==> src/rtl/rom_reader_pkg.sv <==
// Shared definitions for the ROM burst reader: FSM states, default sizes,
// and the FIFO occupancy-counter width helper.
package rom_reader_pkg;

  typedef enum logic [1:0] {
    ST_IDLE  = 2'd0,
    ST_READ  = 2'd1,
    ST_DRAIN = 2'd2,
    ST_DONE  = 2'd3
  } state_t;

  localparam int DEF_ADDR_W = 8;
  localparam int DEF_DATA_W = 4;
  localparam int DEF_LEN_W  = 8;
  localparam int DEF_DEPTH  = 4;

  // Counter must represent 0..depth inclusive.
  function automatic int fifo_cnt_w(input int depth);
    return $clog2(depth + 1);
  endfunction

  localparam int DEF_CNT_W = fifo_cnt_w(DEF_DEPTH);

endpackage

==> src/rtl/rom_reader_fifo.sv <==
// Synchronous show-ahead FIFO holding {last, data} words for the burst reader.
module rom_reader_fifo
  import rom_reader_pkg::*;
#(
  parameter int WIDTH = DEF_DATA_W + 1,
  parameter int DEPTH = DEF_DEPTH,
  localparam int CNT_W = fifo_cnt_w(DEPTH)
) (
  input  logic             clk,
  input  logic             rst_n,
  input  logic             push,
  input  logic [WIDTH-1:0] push_data,
  input  logic             pop,
  output logic [WIDTH-1:0] head,
  output logic [CNT_W-1:0] count
);

  localparam int AW = $clog2(DEPTH);

  logic [WIDTH-1:0] mem_q [DEPTH];
  logic [AW-1:0]    wr_ptr_q;
  logic [AW-1:0]    rd_ptr_q;
  logic [AW-1:0]    head_idx;
  logic [CNT_W-1:0] count_q;
  logic             do_pop;

  assign do_pop = pop && (count_q != '0);

  // Storage, pointers and occupancy; storage is cleared so the head is never X.
  always_ff @(posedge clk or negedge rst_n) begin
    if (!rst_n) begin
      for (int unsigned i = 0; i < DEPTH; i++) mem_q[i] <= '0;
      wr_ptr_q <= '0;
      rd_ptr_q <= '0;
      count_q  <= '0;
    end else begin
      if (push) begin
        mem_q[wr_ptr_q] <= push_data;
        wr_ptr_q        <= wr_ptr_q + AW'(1);
      end
      if (do_pop) rd_ptr_q <= rd_ptr_q + AW'(1);
      if (push && !do_pop)      count_q <= count_q + CNT_W'(1);
      else if (!push && do_pop) count_q <= count_q - CNT_W'(1);
    end
  end

  // When empty, show the most recently popped slot so the head holds its last value.
  always_comb begin
    head_idx = rd_ptr_q;
    if (count_q == '0) head_idx = rd_ptr_q - AW'(1);
  end

  assign head  = mem_q[head_idx];
  assign count = count_q;

endmodule

==> src/rtl/rom_burst_reader.sv <==
// Burst read initiator: walks a ROM address range, absorbs the one-cycle read
// latency and re-emits the words as a valid/ready stream with a last flag.
module rom_burst_reader
  import rom_reader_pkg::*;
#(
  parameter int ADDR_W = DEF_ADDR_W,
  parameter int DATA_W = DEF_DATA_W,
  parameter int LEN_W  = DEF_LEN_W,
  parameter int DEPTH  = DEF_DEPTH
) (
  input  logic              clk,
  input  logic              rst_n,
  input  logic              start,
  input  logic [ADDR_W-1:0] start_addr,
  input  logic [LEN_W-1:0]  burst_len,
  output logic              busy,
  output logic              done,
  output logic [ADDR_W-1:0] rom_addr,
  input  logic [DATA_W-1:0] rom_data,
  output logic              out_valid,
  input  logic              out_ready,
  output logic [DATA_W-1:0] out_data,
  output logic              out_last
);

  localparam int CNT_W = fifo_cnt_w(DEPTH);

  state_t            state_q, state_d;
  logic [ADDR_W-1:0] addr_q;
  logic [LEN_W-1:0]  remaining_q;
  logic              rd_pending_q;
  logic              pend_last_q;
  logic              rd_issue;
  logic              load;
  logic              pop;
  logic [CNT_W-1:0]  fifo_count;
  logic [DATA_W:0]   fifo_head;

  assign pop = out_valid && out_ready;

  // FSM state register.
  always_ff @(posedge clk or negedge rst_n) begin
    if (!rst_n) state_q <= ST_IDLE;
    else        state_q <= state_d;
  end

  // Next-state logic, read-issue rule and status outputs.
  always_comb begin
    state_d  = state_q;
    rd_issue = 1'b0;
    load     = 1'b0;
    unique case (state_q)
      ST_IDLE: begin
        if (start) begin
          if (burst_len != '0) begin
            load    = 1'b1;
            state_d = ST_READ;
          end else begin
            state_d = ST_DONE;
          end
        end
      end
      ST_READ: begin
        rd_issue = (remaining_q != '0) &&
                   ((int'(fifo_count) + int'(rd_pending_q)) <= (DEPTH - 2));
        if (rd_issue && remaining_q == LEN_W'(1)) state_d = ST_DRAIN;
      end
      ST_DRAIN: begin
        // Leave in the cycle the final word is accepted so done follows immediately.
        if (!rd_pending_q &&
            (fifo_count == '0 || (fifo_count == CNT_W'(1) && pop)))
          state_d = ST_DONE;
      end
      ST_DONE: state_d = ST_IDLE;
      default: state_d = ST_IDLE;
    endcase
    busy = (state_q == ST_READ) || (state_q == ST_DRAIN);
    done = (state_q == ST_DONE);
  end

  // Address/remaining counters and the one-cycle read-latency tracker.
  always_ff @(posedge clk or negedge rst_n) begin
    if (!rst_n) begin
      addr_q       <= '0;
      remaining_q  <= '0;
      rd_pending_q <= 1'b0;
      pend_last_q  <= 1'b0;
    end else begin
      if (load) begin
        addr_q      <= start_addr;
        remaining_q <= burst_len;
      end else if (rd_issue) begin
        addr_q      <= addr_q + ADDR_W'(1);
        remaining_q <= remaining_q - LEN_W'(1);
      end
      rd_pending_q <= rd_issue;
      pend_last_q  <= rd_issue && (remaining_q == LEN_W'(1));
    end
  end

  assign rom_addr = addr_q;

  rom_reader_fifo #(
    .WIDTH (DATA_W + 1),
    .DEPTH (DEPTH)
  ) u_fifo (
    .clk       (clk),
    .rst_n     (rst_n),
    .push      (rd_pending_q),
    .push_data ({pend_last_q, rom_data}),
    .pop       (pop),
    .head      (fifo_head),
    .count     (fifo_count)
  );

  assign out_valid = (fifo_count != '0);
  assign out_data  = fifo_head[DATA_W-1:0];
  assign out_last  = fifo_head[DATA_W];

endmodule

==> config.mk <==
export PLATFORM = sky130hd
export DESIGN_NAME = rom_burst_reader
export DESIGN_NICKNAME = d
export VERILOG_FILES = /design/src/rtl/rom_reader_pkg.sv /design/src/rtl/rom_reader_fifo.sv /design/src/rtl/rom_burst_reader.sv
export SDC_FILE = /design/constraint.sdc
export NUM_CORES = 1
export LEC_CHECK = 0
export CORE_ASPECT_RATIO = 1.1
export CORE_UTILIZATION = 40
export DETAILED_ROUTE_END_ITERATION = 7
export SLEW_MARGIN = 15
export SYNTH_ARGS = -nofsm -noshare
export SYNTH_HDL_FRONTEND = slang
export SYNTH_SLANG_ARGS = --single-unit
==> constraint.sdc <==
create_clock -name clk -period 6.9 [get_ports clk]
set_clock_uncertainty 0.05 [all_clocks]
set_input_delay 1.38 -clock clk [delete_from_list [all_inputs] [get_ports clk]]
set_output_delay 1.38 -clock clk [all_outputs]
set_load 0.02 [all_outputs]
==> impl_results.md <==
- Hold Buf Count CTS: 0
- Slew headroom: 0.6011
- Slew @ Worst Pin: 0.5983 ns
- DP Wirelength: 3875 µm
- Drt drc: 0
- Ys Warns: 0
- N_diodes: 0
- Max-cap violations: 0
- CP startpoint kind: flip-flop
- Share of layout cells above drive strength 1: 0.1429
- Post-synthesis sequential area ratio: 0.4502
- WS Path Type: reg2out
- Area grow syn2layout: 22.89%
- Final WL: 5274 µm
- Post-CTS setup buffer count: 0
- H-tree depth: 2
- Initial antenna violation count: 0
- Crit. End Element: primary output
- Vias per Instance: 5.365
- Mean Syn Cell Area: 11.36 µm²
- Number of global-route vias before repair: 1861
- Die Span X: 79.06 µm
- CTS Buf Count: 5
- Initial Util: 0.4193
- Util after Layout: 0.5153
- ANT nets after route: 0
- Die Y-Extent: 86.76 µm
- Clock Sinks: 47
- Gp weighted congestion: 0.7192
- Critical path, cell by cell: inv_1 -> ha_1 -> or2b_2 -> xor2_1 -> mux4_1 -> clkdlybuf4s50_1
- Part of the cycle the worst path needs: 0.6491
- Rows: 30
- Clock Tree Root: clkbuf_8
- Peak supply drop: 0.0002970 V
- CTS tree: built
- Placed Cells: 345
- Status: finished clean
- Top delay family on crit path: buffers and inverters
- Syn Inst Count: 230
- Routed length per placed instance: 14.94 µm
- Number of distinct library cells after synthesis: 36
- Gr usage total: 0.1687
- Fmax: 0.2233 GHz
- Leak: 1.377 nW
- Core area: 0.006231 mm²
- Die area: 0.006859 mm²
- Power Dens Cells: 474.7 mW/mm²
- 1st-iter DRT viols: 82
- CTS resizes: 0
- Required @ worst endpoint: 5.47 ns
- Final hold viol count: 0
- Post-Syn Area: 0.002613 mm²
- Ports: 40
- Fill count: 564
- Worst-Skew Late Latency: 0.30 ns
- Slowest cell on the critical path: mux4_1
- Fin. max-slew vios: 0
- CP Buf/Inv Count: 2
- Endpoints failing setup: 0
- Max Root-Sink Buffers: 2
- Setup TNS: 0 ns
- Cell Count, Final, Fillers Out: 353
- Layout Nets: 316
- RSZ-0062 raised after global routing: false
- Synth Net Count: 274
- Port Buffers: 39
- Via count: 1894
- Global route overflow: 0
- Arr. time, crit path: 3.05 ns
- Seq cells post-synth: 47
- Fin Hold WS: 0.4499 ns
- Clk slew on worst S/H paths: 0.09 ns
- CP Max Fanout: 5
- Crit path largest cell delay: 0.62 ns
- Minimum clock period: 4.479 ns
- Worst hold path type: reg2reg
- Largest net degree at the start of global routing: 48
- Drt first pass iters: 4
- First-pass GRT wire length: 8907 µm
==> cell usage in the layout (no fill, tap or decap), types with 4 or more instances in the layout <==
master	instances
a31oi_1	11
clkbuf_8	5
clkdlybuf4s50_1	38
dfrtp_1	47
ha_1	20
inv_1	12
mux2_2	20
mux2i_1	5
nand2_1	16
nand3_1	8
nor2_1	16
o21ai_0	15
o31ai_1	4
or3_1	7
xnor2_1	5
xor2_1	8
==> synthesized netlist by cell type, drive strengths merged <==
cell | n | area share
ha | 20 | 0.096
xor2 | 8 | 0.027
nor3 | 3 | 0.0057
a32o | 1 | 0.0038
xnor2 | 5 | 0.017
o31ai | 4 | 0.011
mux4 | 5 | 0.047
o211a | 1 | 0.0038
clkbuf | 2 | 0.0029
and4b | 1 | 0.0038
dfrtp | 47 | 0.45
a21boi | 1 | 0.0029
or2b | 1 | 0.0034
nand3 | 9 | 0.019
or4 | 5 | 0.017
mux2 | 20 | 0.086
mux2i | 5 | 0.019
o211ai | 1 | 0.0081
a31oi | 11 | 0.026
nand4 | 3 | 0.0072
and3 | 1 | 0.0024
nor2 | 16 | 0.023
or3b | 1 | 0.0034
or3 | 8 | 0.021
nand2 | 16 | 0.023
a21o | 1 | 0.0034
a21oi | 3 | 0.0057
and4 | 2 | 0.0067
buf | 2 | 0.0072
o21ai | 15 | 0.029
inv | 12 | 0.017
==> metal layers <==
layer / share of wire / vias up / wire (µm) / track usage
met5: 0 / - / 0 / 0
li1: - / 924 / - / -
met1: 0.46 / 925 / 2449 / 0.2118
met3: 0.031 / 5 / 165 / 0.02842
met2: 0.49 / 40 / 2585 / 0.2939
met4: 0.014 / 0 / 73 / 0.05455
==> kinds of logic after synthesis <==
logic type / synth area share
multiplexers: 0.1528
AO/OA/AOI/OAI: 0.09435
AND/OR/NAND/NOR: 0.1360
flip-flops: 0.4502
adder cells (fa/ha/maj): 0.09579
XOR/XNOR: 0.04358
buffers and inverters: 0.02730
==> through the flow <==
step	instance area [µm²]	power (mW)	setup slack [ns]
2_1_floorplan	2613	1.042	3.277
3_3_place_gp	3072	1.279	2.786
3_5_place_dp	3072	1.295	2.717
4_1_cts	3208	1.542	2.380
5_1_grt	3211	1.645	2.205
6_report	3211	1.524	2.421
==> worst register-to-register path, delay by kind of cell (launching register included) <==
kind | cells | cell delay [ns]
and+or+nand+nor | 2 | 0.79
adders and majority gates | 2 | 0.40
AOI/OAI and AO/OA | 3 | 0.57
DFF | 1 | 0.56
==> final cells by class <==
| cell class | instances | area [µm²] | area share |
|---|---|---|---|
| Clock buffer | 5 | 68.82 | 0.02143 |
| Sequential cell | 47 | 1176 | 0.3663 |
| Inverter | 12 | 45.04 | 0.01403 |
| Tap cell | 80 | 100.1 | 0.03118 |
| Multi-Input combinational cell | 167 | 1365 | 0.4252 |
| Timing Repair Buffer | 39 | 387.9 | 0.1208 |
| Clock inverter | 3 | 67.56 | 0.02104 |
==> state kept, by name, indices dropped and copies added, names as in the netlist <==
signal           cells
u_fifo.wr_ptr_q      2
u_fifo.mem_q        20
u_fifo.rd_ptr_q      2
pend_last_q          1
u_fifo.count         3
rd_pending_q         1
rom_addr             8
remaining_q          8
state_q              2
==> where the power goes <==
group,internal (mW),total (mW),switching (mW)
clock,0.144,0.239,0.0949
sequential,0.403,0.519,0.115
combinational,0.380,0.766,0.386
==> path summary, 6_finish.rpt <==
path / start / endpoint / slack, ns / cells after the start
min reg2reg: u_fifo.rd_ptr_q[1] / u_fifo.rd_ptr_q[1] / 0.45 / 1
max reg2reg: rd_pending_q / remaining_q[5] / 4.44 / 7
min: u_fifo.rd_ptr_q[1] / u_fifo.rd_ptr_q[1] / 0.45 / 1
max: u_fifo.count[0] / out_last / 2.42 / 6
min in group asynchronous: rst_n / u_fifo.mem_q[8] / 1.04 / 1
max in group asynchronous: rst_n / remaining_q[4] / 5.36 / 1
Power figures use the tool's default switching activity.
